===== src/rtl/fifo_flags_pkg.sv =====
// Shared definitions for the token/operand FIFO: read-mode constants,
// width helpers and the status-flag bundle with its derivation rule.
package fifo_flags_pkg;

    // Read-port modes selectable through the FWFT parameter.
    localparam int FIFO_MODE_FWFT = 1;
    localparam int FIFO_MODE_REG  = 0;

    // Status flags kept together so they are always computed from one count.
    typedef struct packed {
        logic empty;
        logic full;
        logic aempty;
        logic afull;
    } fifo_status_t;

    // Pointer width; never narrower than one bit, even for DEPTH = 2.
    function automatic int fifo_addr_w(input int depth);
        return (depth <= 2) ? 1 : $clog2(depth);
    endfunction

    // Occupancy width; must be able to hold DEPTH itself.
    function automatic int fifo_cnt_w(input int depth);
        return $clog2(depth + 1);
    endfunction

    // Single place where the flag thresholds are interpreted.
    function automatic fifo_status_t fifo_status(input int cnt,
                                                 input int depth,
                                                 input int afull_thresh,
                                                 input int aempty_thresh);
        fifo_status_t s;
        s.empty  = (cnt == 0);
        s.full   = (cnt == depth);
        s.aempty = (cnt <= aempty_thresh);
        s.afull  = (cnt >= afull_thresh);
        return s;
    endfunction

endpackage


===== src/rtl/fifo_wrap_ptr.sv =====
// Modulo-DEPTH pointer counter. Wraps from DEPTH-1 back to 0 so the FIFO
// depth need not be a power of two. i_clr is a synchronous clear used for
// flush; i_rst has priority.
module fifo_wrap_ptr #(
    parameter int DEPTH  = 4,
    parameter int ADDR_W = 2
) (
    input  logic              i_clk,
    input  logic              i_rst,
    input  logic              i_clr,
    input  logic              i_inc,
    output logic [ADDR_W-1:0] o_ptr
);

    localparam logic [ADDR_W-1:0] LAST_IDX = ADDR_W'(DEPTH - 1);

    logic [ADDR_W-1:0] r_ptr;

    // Advance on request, wrapping at the last valid index.
    always_ff @(posedge i_clk) begin
        if (i_rst || i_clr) begin
            r_ptr <= '0;
        end else if (i_inc) begin
            if (r_ptr == LAST_IDX) begin
                r_ptr <= '0;
            end else begin
                r_ptr <= r_ptr + ADDR_W'(1);
            end
        end
    end

    assign o_ptr = r_ptr;

endmodule


===== src/rtl/fifo_flags.sv =====
// Single-clock FIFO with occupancy count, almost-full/almost-empty flags,
// synchronous flush and sticky overflow/underflow flags. The read port is
// either first-word-fall-through or registered with one cycle of latency.
// All status outputs are registered from the next-state count, so nothing
// on the output side depends combinationally on the request inputs.
module fifo_flags
    import fifo_flags_pkg::*;
#(
    parameter int  DATA_WIDTH    = 8,
    parameter int  DEPTH         = 4,
    parameter int  AFULL_THRESH  = 3,
    parameter int  AEMPTY_THRESH = 1,
    parameter int  FWFT          = 1,
    localparam int ADDR_W        = fifo_addr_w(DEPTH),
    localparam int CNT_W         = fifo_cnt_w(DEPTH)
) (
    input  logic                  i_clk,
    input  logic                  i_rst,
    input  logic                  i_flush,
    input  logic                  i_wr,
    input  logic [DATA_WIDTH-1:0] i_wr_data,
    input  logic                  i_rd,
    input  logic                  i_clr_err,
    output logic [DATA_WIDTH-1:0] o_rd_data,
    output logic                  o_rd_valid,
    output logic                  o_empty,
    output logic                  o_full,
    output logic                  o_almost_empty,
    output logic                  o_almost_full,
    output logic [CNT_W-1:0]      o_count,
    output logic                  o_overflow,
    output logic                  o_underflow
);

    // Reject illegal configurations at elaboration.
    if (DEPTH < 2) begin : g_bad_depth
        $error("fifo_flags: DEPTH must be at least 2");
    end
    if ((AFULL_THRESH < 1) || (AFULL_THRESH > DEPTH)) begin : g_bad_afull
        $error("fifo_flags: AFULL_THRESH must lie in 1..DEPTH");
    end
    if ((AEMPTY_THRESH < 0) || (AEMPTY_THRESH > DEPTH - 1)) begin : g_bad_aempty
        $error("fifo_flags: AEMPTY_THRESH must lie in 0..DEPTH-1");
    end
    if ((FWFT != FIFO_MODE_FWFT) && (FWFT != FIFO_MODE_REG)) begin : g_bad_mode
        $error("fifo_flags: FWFT must be 0 or 1");
    end

    localparam fifo_status_t RST_STATUS =
        fifo_status(0, DEPTH, AFULL_THRESH, AEMPTY_THRESH);

    logic [DATA_WIDTH-1:0] r_mem [DEPTH];
    logic [ADDR_W-1:0]     w_wr_ptr;
    logic [ADDR_W-1:0]     w_rd_ptr;
    logic [CNT_W-1:0]      r_count;
    logic [CNT_W-1:0]      w_count_next;
    fifo_status_t          r_status;
    fifo_status_t          w_status_next;
    logic                  w_rd_acc;
    logic                  w_wr_acc;
    logic                  w_rd_do;
    logic                  w_wr_do;
    logic                  r_overflow;
    logic                  r_underflow;

    // A write into a full FIFO is fine when a read frees a slot this cycle.
    assign w_rd_acc = i_rd & ~r_status.empty;
    assign w_wr_acc = i_wr & (~r_status.full | w_rd_acc);

    // Flush swallows any request presented alongside it.
    assign w_rd_do = w_rd_acc & ~i_flush;
    assign w_wr_do = w_wr_acc & ~i_flush;

    fifo_wrap_ptr #(
        .DEPTH  (DEPTH),
        .ADDR_W (ADDR_W)
    ) u_wr_ptr (
        .i_clk (i_clk),
        .i_rst (i_rst),
        .i_clr (i_flush),
        .i_inc (w_wr_do),
        .o_ptr (w_wr_ptr)
    );

    fifo_wrap_ptr #(
        .DEPTH  (DEPTH),
        .ADDR_W (ADDR_W)
    ) u_rd_ptr (
        .i_clk (i_clk),
        .i_rst (i_rst),
        .i_clr (i_flush),
        .i_inc (w_rd_do),
        .o_ptr (w_rd_ptr)
    );

    // Next occupancy and the flags it implies.
    always_comb begin
        w_count_next = r_count;
        if (i_flush) begin
            w_count_next = '0;
        end else begin
            w_count_next = r_count + CNT_W'(w_wr_do) - CNT_W'(w_rd_do);
        end
        w_status_next = fifo_status(int'(w_count_next), DEPTH,
                                    AFULL_THRESH, AEMPTY_THRESH);
    end

    // Storage array; deliberately not reset.
    always_ff @(posedge i_clk) begin
        if (!i_rst && w_wr_do) begin
            r_mem[w_wr_ptr] <= i_wr_data;
        end
    end

    // Occupancy count and registered status flags.
    always_ff @(posedge i_clk) begin
        if (i_rst) begin
            r_count  <= '0;
            r_status <= RST_STATUS;
        end else begin
            r_count  <= w_count_next;
            r_status <= w_status_next;
        end
    end

    // Sticky error flags; a new error in the clearing cycle is kept. Flush
    // neither sets nor clears them.
    always_ff @(posedge i_clk) begin
        if (i_rst) begin
            r_overflow  <= 1'b0;
            r_underflow <= 1'b0;
        end else begin
            if (!i_flush && i_wr && !w_wr_acc) begin
                r_overflow <= 1'b1;
            end else if (i_clr_err) begin
                r_overflow <= 1'b0;
            end
            if (!i_flush && i_rd && r_status.empty) begin
                r_underflow <= 1'b1;
            end else if (i_clr_err) begin
                r_underflow <= 1'b0;
            end
        end
    end

    if (FWFT == FIFO_MODE_FWFT) begin : g_fwft
        // Head word is always presented; valid simply mirrors non-empty.
        assign o_rd_data  = r_mem[w_rd_ptr];
        assign o_rd_valid = ~r_status.empty;
    end else begin : g_reg
        logic [DATA_WIDTH-1:0] r_rd_data;
        logic                  r_rd_valid;

        // Registered read: one-cycle valid pulse per accepted read, data held.
        always_ff @(posedge i_clk) begin
            if (i_rst) begin
                r_rd_data  <= '0;
                r_rd_valid <= 1'b0;
            end else if (i_flush) begin
                r_rd_valid <= 1'b0;
            end else if (w_rd_acc) begin
                r_rd_data  <= r_mem[w_rd_ptr];
                r_rd_valid <= 1'b1;
            end else begin
                r_rd_valid <= 1'b0;
            end
        end

        assign o_rd_data  = r_rd_data;
        assign o_rd_valid = r_rd_valid;
    end

    assign o_empty        = r_status.empty;
    assign o_full         = r_status.full;
    assign o_almost_empty = r_status.aempty;
    assign o_almost_full  = r_status.afull;
    assign o_count        = r_count;
    assign o_overflow     = r_overflow;
    assign o_underflow    = r_underflow;

endmodule


===== config.mk =====
export PLATFORM = sky130hd
export DESIGN_NAME = fifo_flags
export DESIGN_NICKNAME = d
export VERILOG_FILES = /design/src/rtl/fifo_flags_pkg.sv /design/src/rtl/fifo_wrap_ptr.sv /design/src/rtl/fifo_flags.sv
export SDC_FILE = /design/constraint.sdc
export NUM_CORES = 1
export LEC_CHECK = 0
export CORE_ASPECT_RATIO = 1.2
export CORE_MARGIN = 2
export CORE_UTILIZATION = 51
export DETAILED_ROUTE_END_ITERATION = 6
export GPL_ROUTABILITY_DRIVEN = 0
export HOLD_SLACK_MARGIN = 0.12
export PLACE_DENSITY = 0.78
export SLEW_MARGIN = 0
export SYNTH_ARGS = -nofsm -noshare
export SYNTH_HDL_FRONTEND = slang
export SYNTH_SLANG_ARGS = --single-unit

===== constraint.sdc =====
create_clock -name i_clk -period 2.7 [get_ports i_clk]
set_input_delay 0.54 -clock i_clk [delete_from_list [all_inputs] [get_ports i_clk]]
set_output_delay 0.54 -clock i_clk [all_outputs]
set_load 0.01 [all_outputs]

==> results of run 1 <==
worst max-delay path: cells and delay by family:
family	cells	cell delay (ns)
fa+ha+maj	3	0.79
buf+inv	3	0.58
simple gates	2	0.41
xor+xnor	1	0.21
compound gates	2	0.15
worst max path at each step:
stage	startpoint	to	slack, ns
after floorplan	i_rd	o_empty	0.36
after global placement	i_rd	o_full	-0.04
after detailed placement	i_rd	o_empty	-0.13
after CTS	i_rd	o_empty	0.18
after global routing	i_rd	o_empty	0.04
final	i_rd	o_empty	0.20
synthesized netlist by cell type, types with 2 or more instances:
master	instances
mux4_2	8
a21oi_1	2
nand2b_1	2
nand2_1	5
edfxtp_1	32
ha_1	7
nor2b_1	2
a32oi_1	2
inv_1	8
nor3b_1	4
nor2_1	8
dfxtp_1	15
mux2i_1	3
final cells by class:
cell class	instances	share of cell area, %
tap	37	1.92
inverter	8	1.25
sequential	47	52.4
multi-input combinational	52	21.7
timing repair buffer	45	17.3
clock inverter	2	2.49
clock buffer	6	3.01
flip-flops by register name, summed over array words and instances (netlist names), named ones only:
| signal | flops |
|---|---|
| r_mem | 32 |
| o_almost_full | 1 |
| o_count | 3 |
| u_wr_ptr.o_ptr | 2 |
| o_empty | 1 |
| o_overflow | 1 |
| o_almost_empty | 1 |
| u_rd_ptr.o_ptr | 2 |
| o_underflow | 1 |
| o_full | 1 |
power groups by stage:
stage                     clock network [mW]  logic (mW)  registers (mW)
final                                  0.587      0.0959           0.783
after global routing                   0.620       0.104           0.784
after CTS                              0.597      0.0972           0.783
after detailed placement                   0      0.0967           0.799
after global placement                     0      0.0935           0.799
after floorplan                            0      0.0376           0.800
logic make-up after synthesis:
logic type | Yosys count | share of synthesized area, %
AOI/OAI and AO/OA | 6 | 2.39
xor gates and xnor gates | 1 | 1.23
adders and majority gates | 8 | 5.87
buffers and inverters | 11 | 2.73
DFF | 47 | 68.8
muxes | 11 | 11.5
and+or+nand+nor | 26 | 7.51
metal layers:
layer | routed length (µm) | part of all wire, % | vias up | GRT usage (%)
li1 | - | - | 500 | -
met1 | 1200 | 39 | 505 | 16.5
met2 | 1710 | 55 | 33 | 29.8
met3 | 174 | 5.6 | 2 | 5.41
met4 | 22 | 0.71 | 0 | 6.06
met5 | 0 | 0 | - | 0
metrics by stage:
step | TNS [ns] | power (mW) | hold slack (ns) | utilization, %
floorplan | 0 | 0.838 | 0.448 | -
detailed placement | -0.460 | 0.896 | 0.479 | 67.0
global placement | -0.0922 | 0.892 | 0.465 | 67.0
finish | 0 | 1.47 | 0.495 | 70.9
global route | 0 | 1.51 | 0.534 | 70.9
CTS | 0 | 1.48 | 0.495 | 70.9
==> run_results.csv, run 1 <==
group,metric,value,unit
critical_path,cpPeakStageDelay,0.48,ns
detailed_routing,vias,1040,
critical_path,r2r-start,"o_empty",
clock_network,clk_latency,0.29,ns
timing,setup_violations,0,
critical_path,reg2reg_slack,0.58,ns
logic_synthesis,synthArstFlopShare,0,%
status,status,"finished, violations left",
pwr,p_leak,0.887,nW
global_routing,track_usage,16.3,%
clock_network,path_clk_slew,0.08,ns
logic_synthesis,yosysSeqAreaShare,68.8,%
global_routing,grt_pass1_wl,4.94,mm
critical_path,crit_chain,"clkdlybuf4s50_1 > nor2b_1 > o21ai_2 > ha_1 > inv_1 > ha_1 > inv_1 > fa_1 > xnor3_1 > nor2_1 > a21oi_1",
timing,rsz0062_at_grt,"false",
die,rows,23,
timing,max_freq,400,MHz
clock_network,cts.sink_count,47,
placement,post-dp-hpwl,2.31,mm
clock_network,numCtsBuffers,5,
finish,syn_to_final_growth,31.3,%
die,core,3400,µm²
die,floorplan.initialDensity,54.0,%
job,maxCapViolations,0,
timing,period_share,92.6,%
pwr,irDropWorstVdd,0.000401,V
placement,placed_cell_area,2270,µm²
clock_network,cts_tree,"yes",
timing,finalHoldViolCount,0,
worst_hold_path,min_from,"u_rd_ptr.o_ptr[1]",
logic_synthesis,yosys_register_bits,47,
logic_synthesis,synth_top_area_share,52.4,%
detailed_routing,drt_iter0_markers,22,
pwr,switchingPower,262,µW
worst_hold_path,hp-class,"register to register",
pwr,seq_power_share,53.4,%
pwr,power_density,609,nW/µm²
placement,pre_cts_slack,-0.126,ns
logic_synthesis,synthCells,110,
status,failed_checks,"design-rule violations",
clock_network,cts_root_buffer,"clkbuf_8",
logic_synthesis,synthTopCellsByArea,"edfxtp_1 (52%), dfxtp_1 (16%), mux4_2 (9.8%)",
logic_synthesis,synthDistinctLibCells,25,
critical_path,cp-end-kind,"register",
pwr,comb_power_share,6.5,%
clock_network,cts_resized,0,
logic_synthesis,syn_area_per_cell,16.7,µm²
timing,setup_ws,0.200,ns
worst_hold_path,hold_path_depth,2,
critical_path,critPathLaunchType,"primary input",
finish,layout-drive-gt1-share,19.4,%
global_routing,overflow,0,
timing,drv_slew,0,
global_routing,grt_max_degree,15,
critical_path,worstPathArrival,2.66,ns
global_routing,antenna_found_initial,0,
detailed_routing,dr.pass1.iters,6,
finish,layout_common_cells,"edfxtp_1 (32), clkdlybuf4s50_1 (31), dfxtp_1 (15), buf_4 (14)",
timing,finClkSkew,0.00932,ns
placement,place.port_buffers,31,
clock_network,postCtsHoldBufs,0,
timing,worst_pin_slew,0.392,ns
die,die_height,69.7,µm
finish,fin_nets,181,
die,io_pins,32,
clock_network,post_cts.repair.setup_buffers,0,
logic_synthesis,synth_largest_area_cell,"edfxtp_1",
die,die_area,4090,µm²
critical_path,worst-r2r-cell-count,10,
pwr,sw_frac_of_total,17.9,%
clock_network,cts_buffer_depth,2,
placement,dp.cells,189,
finish,final_common_cell,"edfxtp_1",
logic_synthesis,synthFlopType,"edfxtp_1",
detailed_routing,ant_nets,0,
detailed_routing,finalWirelength,3.11,mm
die,chipWidth,58.7,µm
critical_path,cp_max_fo,4,
logic_synthesis,syn-num-nets,132,
critical_path,worstSetupPathType,"primary input to register",
finish,regArea,1260,µm²
critical_path,r2r-end,"o_empty",
critical_path,crit_required,2.86,ns
finish,fill_cells,243,
logic_synthesis,synth_area,1830,µm²
worst_hold_path,hold-path-endpoint,"u_rd_ptr.o_ptr[1]",
global_routing,grt_pass1_vias,1085,
pwr,internal_power,1.20,mW
finish,stdcell_count,197,
critical_path,slowest_stage,"clkdlybuf4s50_1",
finish,fin_area,2410,µm²
detailed_routing,post-route-drc-count,3,
timing,layout_min_cycle_time,2.50,ns
detailed_routing,viasPerCell,5.28,
logic_synthesis,synth_warnings,0,
finish,diodes,0,
timing,max_slew_margin,73.8,%
pwr,p_clk_share,40.0,%
finish,multi_input_area,522,µm²
detailed_routing,wl_per_cell,15.8,µm
logic_synthesis,synth_edf_count,32,
clock_network,cts_htree_levels,2,
No activity file was read; power rests on OpenSTA's default activity.
==> run 2, diff against run 1 <==
CORE_UTILIZATION = 46   (was 51)
PLACE_DENSITY = 0.74   (was 0.78)
SKIP_CTS_REPAIR_TIMING = 1   (was unset)
clock period = 2.3 ns   (was 2.7 ns; I/O delays follow)
==> run 2 against run 1 <==
The run now ends clean. Via count increased by 4.4%. Final area increased by 4.0%. Routed wire length increased by 2.2%. Combinational power increased by 28%. Utilization decreased by 6.4 points. Non-clock buffer count increased by 4. Die area increased by 10%. Largest cell class unchanged.
==> run_results.csv, run 2 (synthesis results as in run 1) <==
group,metric,value,unit
clock_network,cts.sink_count,47,
die,rows,25,
die,die_height,73.2,µm
finish,layout-drive-gt1-share,28.0,%
critical_path,cpPeakStageDelay,0.50,ns
worst_hold_path,hp-class,"register to register",
timing,drv_slew,0,
critical_path,slowest_stage,"clkdlybuf4s50_1",
finish,largest_reg_flops,32,
critical_path,cp_top_family,"buffers and inverters",
critical_path,worst-r2r-cell-count,10,
global_routing,grt_pass1_wl,4.94,mm
placement,post-dp-hpwl,2.29,mm
placement,dp.cells,203,
timing,layout_min_cycle_time,2.22,ns
critical_path,worstSetupPathType,"register to output port",
detailed_routing,finalWirelength,3.18,mm
critical_path,crit_buf_inv,2,
die,io_pins,32,
clock_network,clk_latency,0.30,ns
critical_path,crit_chain,"buf_6 > mux4_2 > clkdlybuf4s50_1",
clock_network,cts_buffer_depth,2,
detailed_routing,wl_per_cell,14.6,µm
pwr,p_leak,0.982,nW
finish,final_common_cell,"edfxtp_1",
finish,syn_to_final_growth,36.5,%
worst_hold_path,hold_path_depth,2,
clock_network,cts_tree,"yes",
timing,rsz0062_at_grt,"false",
clock_network,cts_root_buffer,"clkbuf_8",
finish,fill_cells,296,
die,core,3880,µm²
timing,period_share,96.4,%
detailed_routing,post-route-drc-count,0,
global_routing,antenna_found_initial,0,
clock_network,numCtsBuffers,5,
detailed_routing,dr.pass1.iters,4,
finish,layout_common_cells,"edfxtp_1 (32), clkdlybuf4s50_1 (23), buf_4 (17), dfxtp_1 (14)",
critical_path,cp-end-kind,"output port",
die,floorplan.initialDensity,47.3,%
timing,finClkSkew,0.00441,ns
clock_network,path_clk_slew,0.08,ns
timing,max_freq,451,MHz
finish,diodes,0,
status,status,"complete, no violations",
global_routing,grt_pass1_vias,1096,
pwr,finalPower,1.63,mW
detailed_routing,vias,1086,
critical_path,cp_max_fo,7,
timing,finalHoldViolCount,0,
finish,top_register,"r_mem",
critical_path,path_depth,3,
clock_network,cts_htree_levels,2,
critical_path,critPathLaunchType,"register",
timing,max_slew_margin,71.9,%
global_routing,track_usage,15.5,%
pwr,irDropWorstVdd,0.000479,V
job,maxCapViolations,0,
finish,fin_nets,185,
timing,setup_violations,0,
critical_path,worstPathArrival,1.76,ns
global_routing,grt_max_degree,16,
pwr,power_density,650,nW/µm²
placement,place.port_buffers,31,
timing,worst_pin_slew,0.421,ns
detailed_routing,drt_iter0_markers,16,
global_routing,overflow,0,
critical_path,crit_required,1.84,ns
finish,stdcell_count,218,
die,chipWidth,61.6,µm
detailed_routing,ant_nets,0,
detailed_routing,viasPerCell,4.98,
die,die_area,4510,µm²
-- run 2: cell count changes in the layout (fill, tap and decap cells not counted), moves of 2 or more --
cell,previous run,this run
clkdlybuf4s50_1,31,23
dlymetal6s2s_1,0,8
buf_4,14,17
nor2b_1,2,0
nor2b_4,0,2
-- run 2: stage by stage --
stage / TNS [ns] / util (%) / area, µm² / setup slack [ns] / hold WS (ns)
after detailed placement: -1.99 / 58.6 / 2270 / -0.408 / 0.482
after global placement: -1.81 / 58.6 / 2270 / -0.367 / 0.465
final: 0 / 64.5 / 2500 / 0.0839 / 0.497
after global routing: 0 / 64.5 / 2500 / 0.0276 / 0.517
after floorplan: 0 / - / 1830 / 0.0418 / 0.448
after CTS: -0.380 / 61.5 / 2390 / -0.0869 / 0.499
-- run 2: final timing paths --
path,from,end,slack (ns)
worst max register to register,o_empty,o_empty,0.17
worst max-delay path,register,o_rd_data[2],0.08
worst min-delay path,u_rd_ptr.o_ptr[1],register,0.50
worst min register to register,u_rd_ptr.o_ptr[1],register,0.50
-- run 2: routing by layer --
metal	wire [µm]	vias to the layer above	global-route usage (%)
met2	1660	34	26.4
met1	1240	536	17.4
li1	-	511	-
met3	224	5	5.50
met4	44	0	5.67
met5	0	-	0
-- run 2: power by group --
| group | total, mW | internal, mW | switching, mW | leakage (nW) |
|---|---|---|---|---|
| clock | 0.584 | 0.323 | 0.261 | 0.0581 |
| combinational | 0.123 | 0.0717 | 0.0517 | 0.514 |
| sequential | 0.920 | 0.913 | 0.00705 | 0.410 |
-- run 2: area by class of cell --
type                    instances  area (µm²)  share of cell area [%]
repair buffers                 49         469                    18.8
well taps                      54        67.6                    2.70
inverters                       8        30.0                    1.20
clock buffers                   5        68.8                    2.75
multi-input cells              52         561                    22.4
clock inverters                 3        43.8                    1.75
flip-flops and latches         47        1260                    50.4
-- run 2: tightest hold or removal path, cell delays in order (launching register included) --
cell	delay [ns]
dfxtp_1	0.32
nand2_1	0.06
a21oi_1	0.07
==> run 3, diff against run 2 <==
CORE_UTILIZATION = 55   (was 46)
DONT_BUFFER_PORTS = 1   (was unset)
PLACE_DENSITY = 0.73   (was 0.74)
clock period = 2 ns   (was 2.3 ns; I/O delays follow)
==> run 3 against run 2 <==
The run now ends with negative setup slack left. Register-to-register slack lost 0.24 ns. Final area decreased by 14%. Count of clock-buffer cells in the layout rose by 2. Final cell count fell by 21%. Critical path depth increased by 7. Die area fell by 15%. Sequential share of layout area grew 8.6 points. Sequential power grew 15%. Combinational power down 22%. Power shrank 2.3%. Setup slack worse by 0.16 ns. Clock skew increased by 0.0050 ns. Largest power group unchanged. Highest routed layer unchanged.
==> run_results.csv, run 3 (synthesis results as in run 1) <==
group,metric,value,unit
die,die_height,67.2,µm
timing,finalHoldViolCount,0,
finish,fin_util,68.8,%
clock_network,cts.sink_count,47,
timing,setup_violations,4,
die,chipWidth,56.7,µm
critical_path,critPathLaunchType,"register",
pwr,switchingPower,321,µW
finish,layout_common_cells,"edfxtp_1 (32), dfxtp_1 (14), buf_4 (12), dlygate4sd3_1 (9), mux4_2 (8)",
detailed_routing,ant_nets,0,
critical_path,worstPathArrival,2.30,ns
detailed_routing,drt_iter0_markers,15,
finish,largest_reg_flops,32,
finish,fin_nets,157,
die,rows,22,
critical_path,cp-end-kind,"register",
critical_path,slowest_stage,"dfxtp_4",
global_routing,track_usage,17.2,%
job,maxCapViolations,0,
timing,drv_slew,0,
pwr,irDropWorstVdd,0.000654,V
detailed_routing,wl_per_cell,17.2,µm
pwr,power_density,743,nW/µm²
timing,finClkSkew,0.00945,ns
critical_path,crit_chain,"nor2b_4 > o21ai_4 > ha_1 > inv_1 > ha_1 > inv_1 > fa_2 > xnor3_2 > nor2_4 > a21oi_2",
timing,layout_min_cycle_time,2.07,ns
detailed_routing,finalWirelength,2.96,mm
pwr,p_leak,0.770,nW
critical_path,crit_required,2.23,ns
finish,top_register,"r_mem",
critical_path,worstSetupPathType,"register to register",
pwr,internal_power,1.27,mW
clock_network,path_clk_slew,0.11,ns
detailed_routing,dr.pass1.iters,4,
die,io_pins,32,
timing,setup_ws,-0.0750,ns
global_routing,antenna_found_initial,0,
detailed_routing,vias,954,
clock_network,cts_tree,"yes",
die,core,3110,µm²
pwr,p_clk_share,27.3,%
global_routing,grt_pass1_vias,996,
status,status,"finished, violations left",
die,die_area,3810,µm²
clock_network,numCtsBuffers,5,
placement,pre_cts_slack,-0.0972,ns
pwr,sw_frac_of_total,20.2,%
die,floorplan.initialDensity,58.9,%
global_routing,grt_pass1_wl,4.69,mm
detailed_routing,post-route-drc-count,0,
finish,final_common_cell,"edfxtp_1",
timing,worst_pin_slew,0.359,ns
clock_network,clk_latency,0.35,ns
clock_network,cts_root_buffer,"clkbuf_4",
global_routing,grt_max_degree,15,
pwr,comb_power_share,6.0,%
status,failed_checks,"negative setup slack",
finish,syn_to_final_growth,16.8,%
pwr,seq_power_share,66.7,%
worst_hold_path,hp-class,"primary input to register",
finish,diodes,0,
global_routing,overflow,0,
timing,max_slew_margin,75.9,%
placement,place.port_buffers,0,
critical_path,cpPeakStageDelay,0.38,ns
finish,layout-drive-gt1-share,27.9,%
placement,post-dp-hpwl,2.19,mm
timing,period_share,104,%
critical_path,cp_max_fo,5,
detailed_routing,viasPerCell,5.55,
timing,max_freq,482,MHz
clock_network,cts_buffer_depth,2,
clock_network,cts_htree_levels,2,
timing,rsz0062_at_grt,"true",
run 3: cell types whose count changed in the layout (fill, tap and decap cells not counted), moves of 4 or more:
cell / change
clkbuf_8: -4
dlymetal6s2s_1: -8
buf_4: -5
clkbuf_4: +5
clkdlybuf4s50_1: -23
dlygate4sd3_1: +9
run 3: critical path: cells and delay by family (launching register included):
family / cells / cell delay (ns)
buffers and inverters: 2 / 0.12
and+or+nand+nor: 2 / 0.31
DFF: 1 / 0.38
AOI/OAI and AO/OA: 2 / 0.12
adders and majority gates: 3 / 0.76
xor gates and xnor gates: 1 / 0.27
run 3: path summary, 6_finish.rpt:
kind | startpoint | to | slack, ns | cells past startpoint
setup / recovery | o_empty | o_empty | -0.07 | 10
hold / removal | i_wr_data[7] | r_mem[2][7] | 0.14 | 0
setup reg to reg | o_empty | o_empty | -0.07 | 10
hold reg to reg | u_rd_ptr.o_ptr[1] | u_rd_ptr.o_ptr[1] | 0.50 | 2
run 3: final cells by class:
type,instances,area (µm²)
sequential,47,1260
timing repair buffer,21,180
fill,213,970
multi-input combinational,52,561
tap,36,45.0
clock inverter,1,5.00
inverter,8,30.0
clock buffer,7,55.1
run 3: metal layers:
layer	up-vias	share of wire (%)	track usage, %
li1	455	-	-
met1	463	36	16.5
met2	31	56	33.1
met3	5	6.8	4.98
met4	0	1.8	8.93
met5	-	0	0
run 3: metrics by stage:
step / hold WS, ns / power [mW] / TNS (ns) / instances / instance area [µm²]
6_report: 0.142 / 1.59 / -0.252 / 172 / 2140
5_1_grt: 0.115 / 1.66 / -0.826 / 172 / 2140
4_1_cts: 0.0975 / 1.58 / -0.274 / 162 / 2020
3_5_place_dp: 0.478 / 1.15 / -0.301 / 154 / 1960
3_3_place_gp: 0.466 / 1.15 / -0.0816 / 154 / 1960
2_1_floorplan: 0.449 / 1.14 / -0.217 / 110 / 1860
run 3: power by group through the flow:
| stage | Clock, mW | Combinational, mW | Sequential [mW] |
|---|---|---|---|
| floorplan | 0 | 0.0540 | 1.08 |
| detailed placement | 0 | 0.0708 | 1.08 |
| global placement | 0 | 0.0687 | 1.08 |
| global route | 0.490 | 0.105 | 1.06 |
| CTS | 0.450 | 0.0708 | 1.06 |
| finish | 0.434 | 0.0955 | 1.06 |
